File: config.mk
export PLATFORM = sky130hd
export DESIGN_NAME = spi_mem_ctrl
export DESIGN_NICKNAME = d
export VERILOG_FILES = /design/src/rtl/spi_mem_ctrl.sv
export SDC_FILE = /design/constraint.sdc
export NUM_CORES = 1
export LEC_CHECK = 0
export ABC_CLOCK_PERIOD_IN_PS = 3900
export BUFFER_PORTS_ARGS = -buffer_cell sky130_fd_sc_hd__buf_2
export CAP_MARGIN = 20
export CORE_ASPECT_RATIO = 1.5
export CORE_UTILIZATION = 25
export DETAILED_ROUTE_END_ITERATION = 7
export SYNTH_ARGS = -nofsm -noshare
export SYNTH_HDL_FRONTEND = slang
export SYNTH_SLANG_ARGS = --single-unit
File: constraint.sdc
create_clock -name clk -period 3.9 [get_ports clk]
set_input_delay 0 -clock clk [delete_from_list [all_inputs] [get_ports clk]]
set_output_delay 0 -clock clk [all_outputs]
set_load 0.01 [all_outputs]
File: src/rtl/spi_mem_ctrl.sv
// SPI mode-0 memory controller: issues a read (0x03) or write (0x02) command,
// an address and up to MAX_BYTES data bytes, then reports completion.
module spi_mem_ctrl #(
  parameter int ADDR_BITS = 24,
  parameter int MAX_BYTES = 4,
  parameter int CLK_DIV   = 1
) (
  input  logic                             clk,
  input  logic                             rst_n,
  input  logic                             start,
  input  logic                             is_write,
  input  logic [ADDR_BITS-1:0]             target_address,
  input  logic [$clog2(MAX_BYTES+1)-1:0]   num_bytes,
  input  logic [8*MAX_BYTES-1:0]           wdata,
  output logic [8*MAX_BYTES-1:0]           rdata,
  output logic                             busy,
  output logic                             done,
  output logic                             err,
  output logic                             sclk,
  output logic                             mosi,
  output logic                             cs,
  input  logic                             miso
);

  localparam int NBW = $clog2(MAX_BYTES+1);
  localparam int DW  = 8*MAX_BYTES;
  localparam int HDR = 8 + ADDR_BITS;
  localparam int TXW = HDR + DW;
  localparam int CW  = $clog2(TXW+1);
  localparam int VW  = (CLK_DIV > 1) ? $clog2(CLK_DIV) : 1;

  typedef enum logic [1:0] {IDLE, SHIFT, FINISH} state_t;

  state_t          state, state_nx;
  logic            bad, wr;
  logic [NBW-1:0]  nb;
  logic [TXW-1:0]  tx;
  logic [DW-1:0]   rx;
  logic [CW-1:0]   bit_cnt, last;
  logic [VW-1:0]   div_cnt;
  logic            accept, div_end, shift_end;

  // Whole frame left-aligned; data bytes are only driven for writes.
  function automatic logic [TXW-1:0] build_tx(input logic w,
                                              input logic [ADDR_BITS-1:0] a,
                                              input logic [DW-1:0] d);
    logic [TXW-1:0] t;
    t = '0;
    t[TXW-1 -: 8]         = w ? 8'h02 : 8'h03;
    t[TXW-9 -: ADDR_BITS] = a;
    if (w)
      for (int j = 0; j < MAX_BYTES; j++)
        t[DW-1-8*j -: 8] = d[8*j +: 8];
    return t;
  endfunction

  // rx holds the received stream with the first bit at position 8*n-1.
  function automatic logic [DW-1:0] order_bytes(input logic [DW-1:0] sr,
                                                input logic [NBW-1:0] n);
    logic [DW-1:0] o;
    o = '0;
    for (int j = 0; j < MAX_BYTES; j++)
      if (j < int'(n))
        o[8*j +: 8] = sr[8*(int'(n)-1-j) +: 8];
    return o;
  endfunction

  assign accept    = (state == IDLE) && start && !busy;
  assign div_end   = (div_cnt == VW'(CLK_DIV-1));
  assign shift_end = (state == SHIFT) && div_end && sclk && (bit_cnt == last);

  always_ff @(posedge clk or negedge rst_n) begin
    if (!rst_n) state <= IDLE;
    else        state <= state_nx;
  end

  // busy while in IDLE marks a request latched on the previous edge
  always_comb begin
    state_nx = state;
    case (state)
      IDLE:    if (busy) state_nx = bad ? FINISH : SHIFT;
      SHIFT:   if (shift_end) state_nx = FINISH;
      FINISH:  state_nx = IDLE;
      default: state_nx = IDLE;
    endcase
  end

  always_ff @(posedge clk or negedge rst_n) begin
    if (!rst_n) begin
      busy    <= 1'b0;
      done    <= 1'b0;
      err     <= 1'b0;
      cs      <= 1'b1;
      sclk    <= 1'b0;
      mosi    <= 1'b0;
      rdata   <= '0;
      bad     <= 1'b0;
      wr      <= 1'b0;
      nb      <= '0;
      tx      <= '0;
      rx      <= '0;
      bit_cnt <= '0;
      last    <= '0;
      div_cnt <= '0;
    end else begin
      done <= 1'b0;
      err  <= 1'b0;
      case (state)
        IDLE: begin
          if (accept) begin
            busy <= 1'b1;
            wr   <= is_write;
            nb   <= num_bytes;
            bad  <= (num_bytes == '0) || (num_bytes > NBW'(MAX_BYTES));
            tx   <= build_tx(is_write, target_address, wdata);
            rx   <= '0;
            last <= CW'(HDR-1) + CW'({num_bytes, 3'b000});
          end else if (busy && bad) begin
            done <= 1'b1;
            err  <= 1'b1;
          end else if (busy) begin
            cs      <= 1'b0;
            sclk    <= 1'b0;
            mosi    <= tx[TXW-1];
            bit_cnt <= '0;
            div_cnt <= '0;
          end
        end
        SHIFT: begin
          if (!div_end) begin
            div_cnt <= div_cnt + 1'b1;
          end else begin
            div_cnt <= '0;
            if (!sclk) begin
              sclk <= 1'b1;
              if (bit_cnt >= CW'(HDR)) rx <= {rx[DW-2:0], miso};
            end else if (bit_cnt == last) begin
              sclk <= 1'b0;
              cs   <= 1'b1;
              mosi <= 1'b0;
              done <= 1'b1;
              if (!wr) rdata <= order_bytes(rx, nb);
            end else begin
              sclk    <= 1'b0;
              tx      <= {tx[TXW-2:0], 1'b0};
              mosi    <= tx[TXW-2];
              bit_cnt <= bit_cnt + 1'b1;
            end
          end
        end
        FINISH:  busy <= 1'b0;
        default: ;
      endcase
    end
  end

endmodule

# Word level (Yosys, flattened, before mapping)

Cells that the tools add are included.

Register bits: 156
Input bits: 64
Logic and storage cells: 127

Add/subtract/negate cells: 7
$lt $le $gt $ge: 6
Equality and inequality tests: 14
Shift operators: 4
Multiplexer cells: 55
Bitwise gates (word level): 2
Reductions and logical operators: 23

Operators with widths:

| kind                | number |
|---|---|
| $mux 64             | 4 |
| $mux 32             | 5 |
| $pmux 64 s2         | 1 |
| $pmux 32 s2         | 1 |
| $shiftx 32x32->8    | 2 |
| $mux 7              | 6 |
| $mux 8              | 4 |
| $shiftx 32x7->8     | 1 |
| $shiftx 32x8->8     | 1 |
| $mux 1              | 23 |
| $reduce_and 5->1    | 4 |
| $ne 2x2->1 const B  | 9 |
| $pmux 7 s2          | 1 |
| $reduce_and 7->1    | 2 |
| $pmux 1 s2          | 6 |
| $sub 4x3->5 const B | 2 |
| $add 5x6->7 const A | 1 |
| $add 7x1->7 const B | 1 |
| $eq 7x7->1          | 1 |
| $ge 7x6->1 const B  | 1 |
| $logic_and 1x1->1   | 6 |
| $lt 1x3->1 const A  | 2 |
| $lt 2x3->1 const A  | 2 |
| $mux 2              | 3 |
| other kinds (17)    | 22 |

# Longest topological paths before layout

Word-level depth: 6
Gate-level depth with buffers: 12

# Least setup slack after synthesis

No wires, ideal clock.

Path type: register to register
Start: register nb[0]
End: register rdata[22]
Data arrival time: 2.979 ns
Required time: 3.835 ns
Slack: 0.856 ns
Cell stages (with the launch flop): 13
Cell sequence: dfrtp_1 > buf_2 > inv_1 > clkbuf_1 > ha_1 > buf_2 > buf_1 > inv_1 > ha_1 > or3_1 > buf_1 > o32ai_1 > mux2_2

Longest elaborated chain between the ends: 4
Elaborated cells on any way between the ends: 5

RTL lines:

| item                   | RTL line | source |
|---|---|---|
| from (decl)            | 36       | `logic [NBW-1:0] nb;` |
| from (signal assigned) | 113      | `nb <= num_bytes;` |
| $sub 3x1->4            | 64       | `o[8*j +: 8] = sr[8*(int'(n)-1-j) +: 8];` |
| $sub 4x3->5            | 64       |  |
| $shiftx 32x32->8       | 64       |  |
| $mux 8 (*)             | 63       | `if (j < int'(n))` |
| to (signal assigned)   | 142      | `if (!wr) rdata <= order_bytes(rx, nb);` |
| to (decl)              | 15       | `output logic [8*MAX_BYTES-1:0] rdata,` |

Every way passes the cells marked *; elsewhere a longest branch is shown, timed or not.
A chain may end at the register's enable or synchronous reset.

# Worst setup path in the final report

Start: register nb[0]
End: register rdata[11]

Longest elaborated chain between the ends: 4
Elaborated cells on any way between the ends: 5

RTL lines:

| item             | RTL line |
|---|---|
| $sub 3x1->4      | 64 |
| $sub 4x2->5      | 64 |
| $shiftx 32x32->8 | 64 |
| $mux 8 (*)       | 63 |

Marked as above.

==> impl_metrics.csv <==
group,metric,value,unit
clock_network,cts_tree,"yes",
synthesis,synthAdderAreaFrac,1.62,%
global_routing,grt_max_degree,98,
drt,routedWlPerCell,13.6,µm
final_layout,fin_area,0.00983,mm²
clock_network,post-cts-setup-buffers,0,
worst_setup_path,crit_path_max_fanout,15,
drt,drtIter0Drc,331,
drt,wl_met3,668,µm
pwr,p_per_area,678,mW/mm²
hold_path,holdCritStartpoint,"wdata[12]",
drt,wirelength,18600,µm
global_routing,grt_pass1_wl,31500,µm
drt,routed-wl-met2,9530,µm
worst_setup_path,worstSetupPathType,"flip-flop to flip-flop",
hold_path,hold_path_class,"input port to flip-flop",
floorplan,coreArea,0.0304,mm²
drt,highest_layer,"met4",
global_routing,antenna_found_initial,0,
synthesis,yosysWarnings,1,
run_status,outcome,"finished, final reports clean",
synthesis,yosysSeqAreaShare,49.5,%
worst_setup_path,r2r_end,"rdata[11]",
pwr,ir_drop,0.297,mV
placed_design,gp_congestion,0.792,
floorplan,die_w,146,µm
worst_setup_path,crit_path_end_kind,"flip-flop",
synthesis,synth_top_area_cell,"dfrtp_1",
worst_setup_path,r2r_cells,9,
synthesis,yosysUniqueCellTypes,48,
drt,antenna_left,0,
sta,setup_viol,0,
synthesis,syn_inst,830,
synthesis,synth_top_area_share,49.1,%
synthesis,postSynth.asyncResetShare,100,%
placed_design,numPortBuffers,101,
placed_design,postPlaceCellArea,0.00861,mm²
floorplan,start_util,25.5,%
synthesis,synth_compound_area_share,16.8,%
clock_network,cts_root_buf,"clkbuf_16",
global_routing,overflow,0,
worst_setup_path,worstPathRequired,4.18,ns
sta,period_minus_slack,2.97,ns
placed_design,dp_cells,1279,
sta,worst_hold_slack,0.00638,ns
worst_setup_path,r2r_start,"nb[0]",
sta,finClkSkew,0.0142,ns
synthesis,synth-xor-area-share,0.792,%
sta,slew_headroom,46.8,%
final_layout,utilization,32.4,%
final_layout,layout-drive-gt1-share,18.7,%
worst_setup_path,start_kind,"flip-flop",
floorplan,ioPinCount,102,
flow_run,cap_violations,0,
clock_network,htree_levels,4,
final_layout,final_nets,1031,
synthesis,synth_area,0.00774,mm²
floorplan,rows,78,
clock_network,cts_sinks,153,
floorplan,dieArea,0.0317,mm²
drt,met1_length,7990,µm
synthesis,synthFlopType,"dfrtp_1",
placed_design,place_hpwl,12300,µm
sta,fmax,337,MHz
global_routing,gr-usage-all-layers,12.3,%
sta,fin_tns_setup,0,ns
pwr,report.power.total,6.66,mW
drt,first_pass_iters,4,
placed_design,dp_slack,0.902,ns
sta,fin_ws,0.930,ns
sta,rsz0062_at_grt,"false",
synthesis,synth_top_family_by_area,"simple AND/OR/NAND/NOR gates",
synthesis,syn_nets,904,
clock_network,cts.repair.resized,0,
clock_network,clk_latency,0.43,ns
drt,routed_via_density,4.61,
final_layout,diodes,0,
final_layout,final_cells,1370,
clock_network,numCtsBuffers,17,
sta,tightest_slew,0.797,ns
global_routing,grt_pass1_vias,6255,
floorplan,die_y,218,µm
synthesis,synthTopCellsByArea,"dfrtp_1 49%, nand2_1 10%, o21ai_0 9.7%",
clock_network,cts.path.max_buffers,2,
synthesis,ys_seq_elements,153,
synthesis,yosys.area_share.simple,17.4,%
sta,drv_slew,0,
synthesis,synth-edff-count,0,
sta,period_share,76.2,%
drt,route.detailed.drc,0,
worst_setup_path,rrSetupSlack,0.93,ns
hold_path,hold_depth,4,
worst_setup_path,crit_arrival,3.25,ns
hold_path,hold_path_end,"tx[20]",
synthesis,postSynthAreaPerCell,9.33,µm²
final_layout,syn2layout_area_growth,26.9,%
pwr,power_leakage,4.30,nW
drt,vias,6311,
clock_network,cts.clk_slew.worst_paths,0.07,ns
sta,finalHoldViolCount,0,
synthesis,synthMuxAreaShare,10.1,%
## synth_stat cells, types with 3 or more instances
master and n:
xnor2_1 6, o31ai_1 3, o21ai_0 150, buf_1 7, nor2_1 16, nand2b_1 17, o211ai_1 8, o21ai_1 7
o2111ai_1 9, mux4_2 21, dfrtp_1 152, ha_1 10, buf_2 17, nand2_1 207, or3_1 3, mux2i_1 26
nand3_1 3, nand4_1 3, or4_1 3, mux2_2 4, o21bai_1 3, clkbuf_1 36, or2_2 4, inv_1 8
and3_1 32, a21oi_1 48
## per-layer routing
metal	vias to the layer above	GRT usage [%]
li1	3149	-
met1	3002	14.4
met2	134	21.8
met3	26	2.70
met4	0	4.88
met5	-	0
## worst max-delay path, stage by stage (launching register included)
cell and delay, ns:
dfrtp_2 0.40, inv_1 0.36, ha_1 0.23, ha_1 0.41, ha_1 0.33, nor4b_1 0.16
o2bb2ai_1 0.17, o21ai_0 0.53, nand2b_1 0.18, o21ai_0 0.07
## placed cells by master (no fill, tap or decap), types with 16 or more instances in the layout
cell type | synthesis | final
o21ai_0 | 150 | 149
dlygate4sd3_1 | 0 | 59
clkbuf_16 | 0 | 17
nand2_1 | 207 | 207
dfrtp_1 | 152 | 151
and3_1 | 32 | 32
a21oi_1 | 48 | 48
nand2b_1 | 17 | 17
mux2i_1 | 26 | 26
mux4_2 | 21 | 21
buf_2 | 17 | 100
nor2_1 | 16 | 16
## where the power goes
part	internal [mW]	switching, mW
Combinational	1.00	1.63
Clock	1.04	0.711
Sequential	2.00	0.278
## sequential cells by signal, summed over array words and instances (netlist names)
signal,cells
bad,1
err,1
last,5
nb,3
bit_cnt,7
rx,32
rdata,32
sclk,1
state,2
wr,1
done,1
mosi,1
cs,1
tx,64
busy,1
## cells by family (layout without fill, tap and decap cells)
kind of cell / count (synthesis) / in the layout
simple gates: 301 / 301
fa+ha+maj: 10 / 10
flops: 153 / 153
xor+xnor: 7 / 7
compound gates: 237 / 237
buf+inv: 71 / 211
mux: 51 / 51
## layout make-up
class | instances | area [µm²]
clock buffers | 19 | 443
fillers | 3121 | 20500
well taps | 400 | 500
inverters | 8 | 30.0
clock inverters | 13 | 180
flip-flops and latches | 153 | 3830
multi-input cells | 606 | 3640
repair buffers | 171 | 1200
## worst max-delay path by stage
stage / slack (ns) / start / cells after the start / end
5_1_grt: 0.62 / nb[0] / 9 / rdata[9]
4_1_cts: 0.90 / nb[0] / 9 / rdata[11]
2_1_floorplan: 0.86 / nb[0] / 12 / rdata[22]
3_5_place_dp: 0.90 / nb[0] / 9 / rdata[11]
6_report: 0.93 / nb[0] / 9 / rdata[11]
3_3_place_gp: 0.97 / nb[0] / 9 / rdata[8]
## timing repair
| item | in CTS | in global routing |
|---|---|---|
| setup endpoints to repair | 0 | 0 |
| endpoints found under the hold margin | 145 | 0 |
| hold buffers | 59 | 0 |
Power figures use the tool's default switching activity.
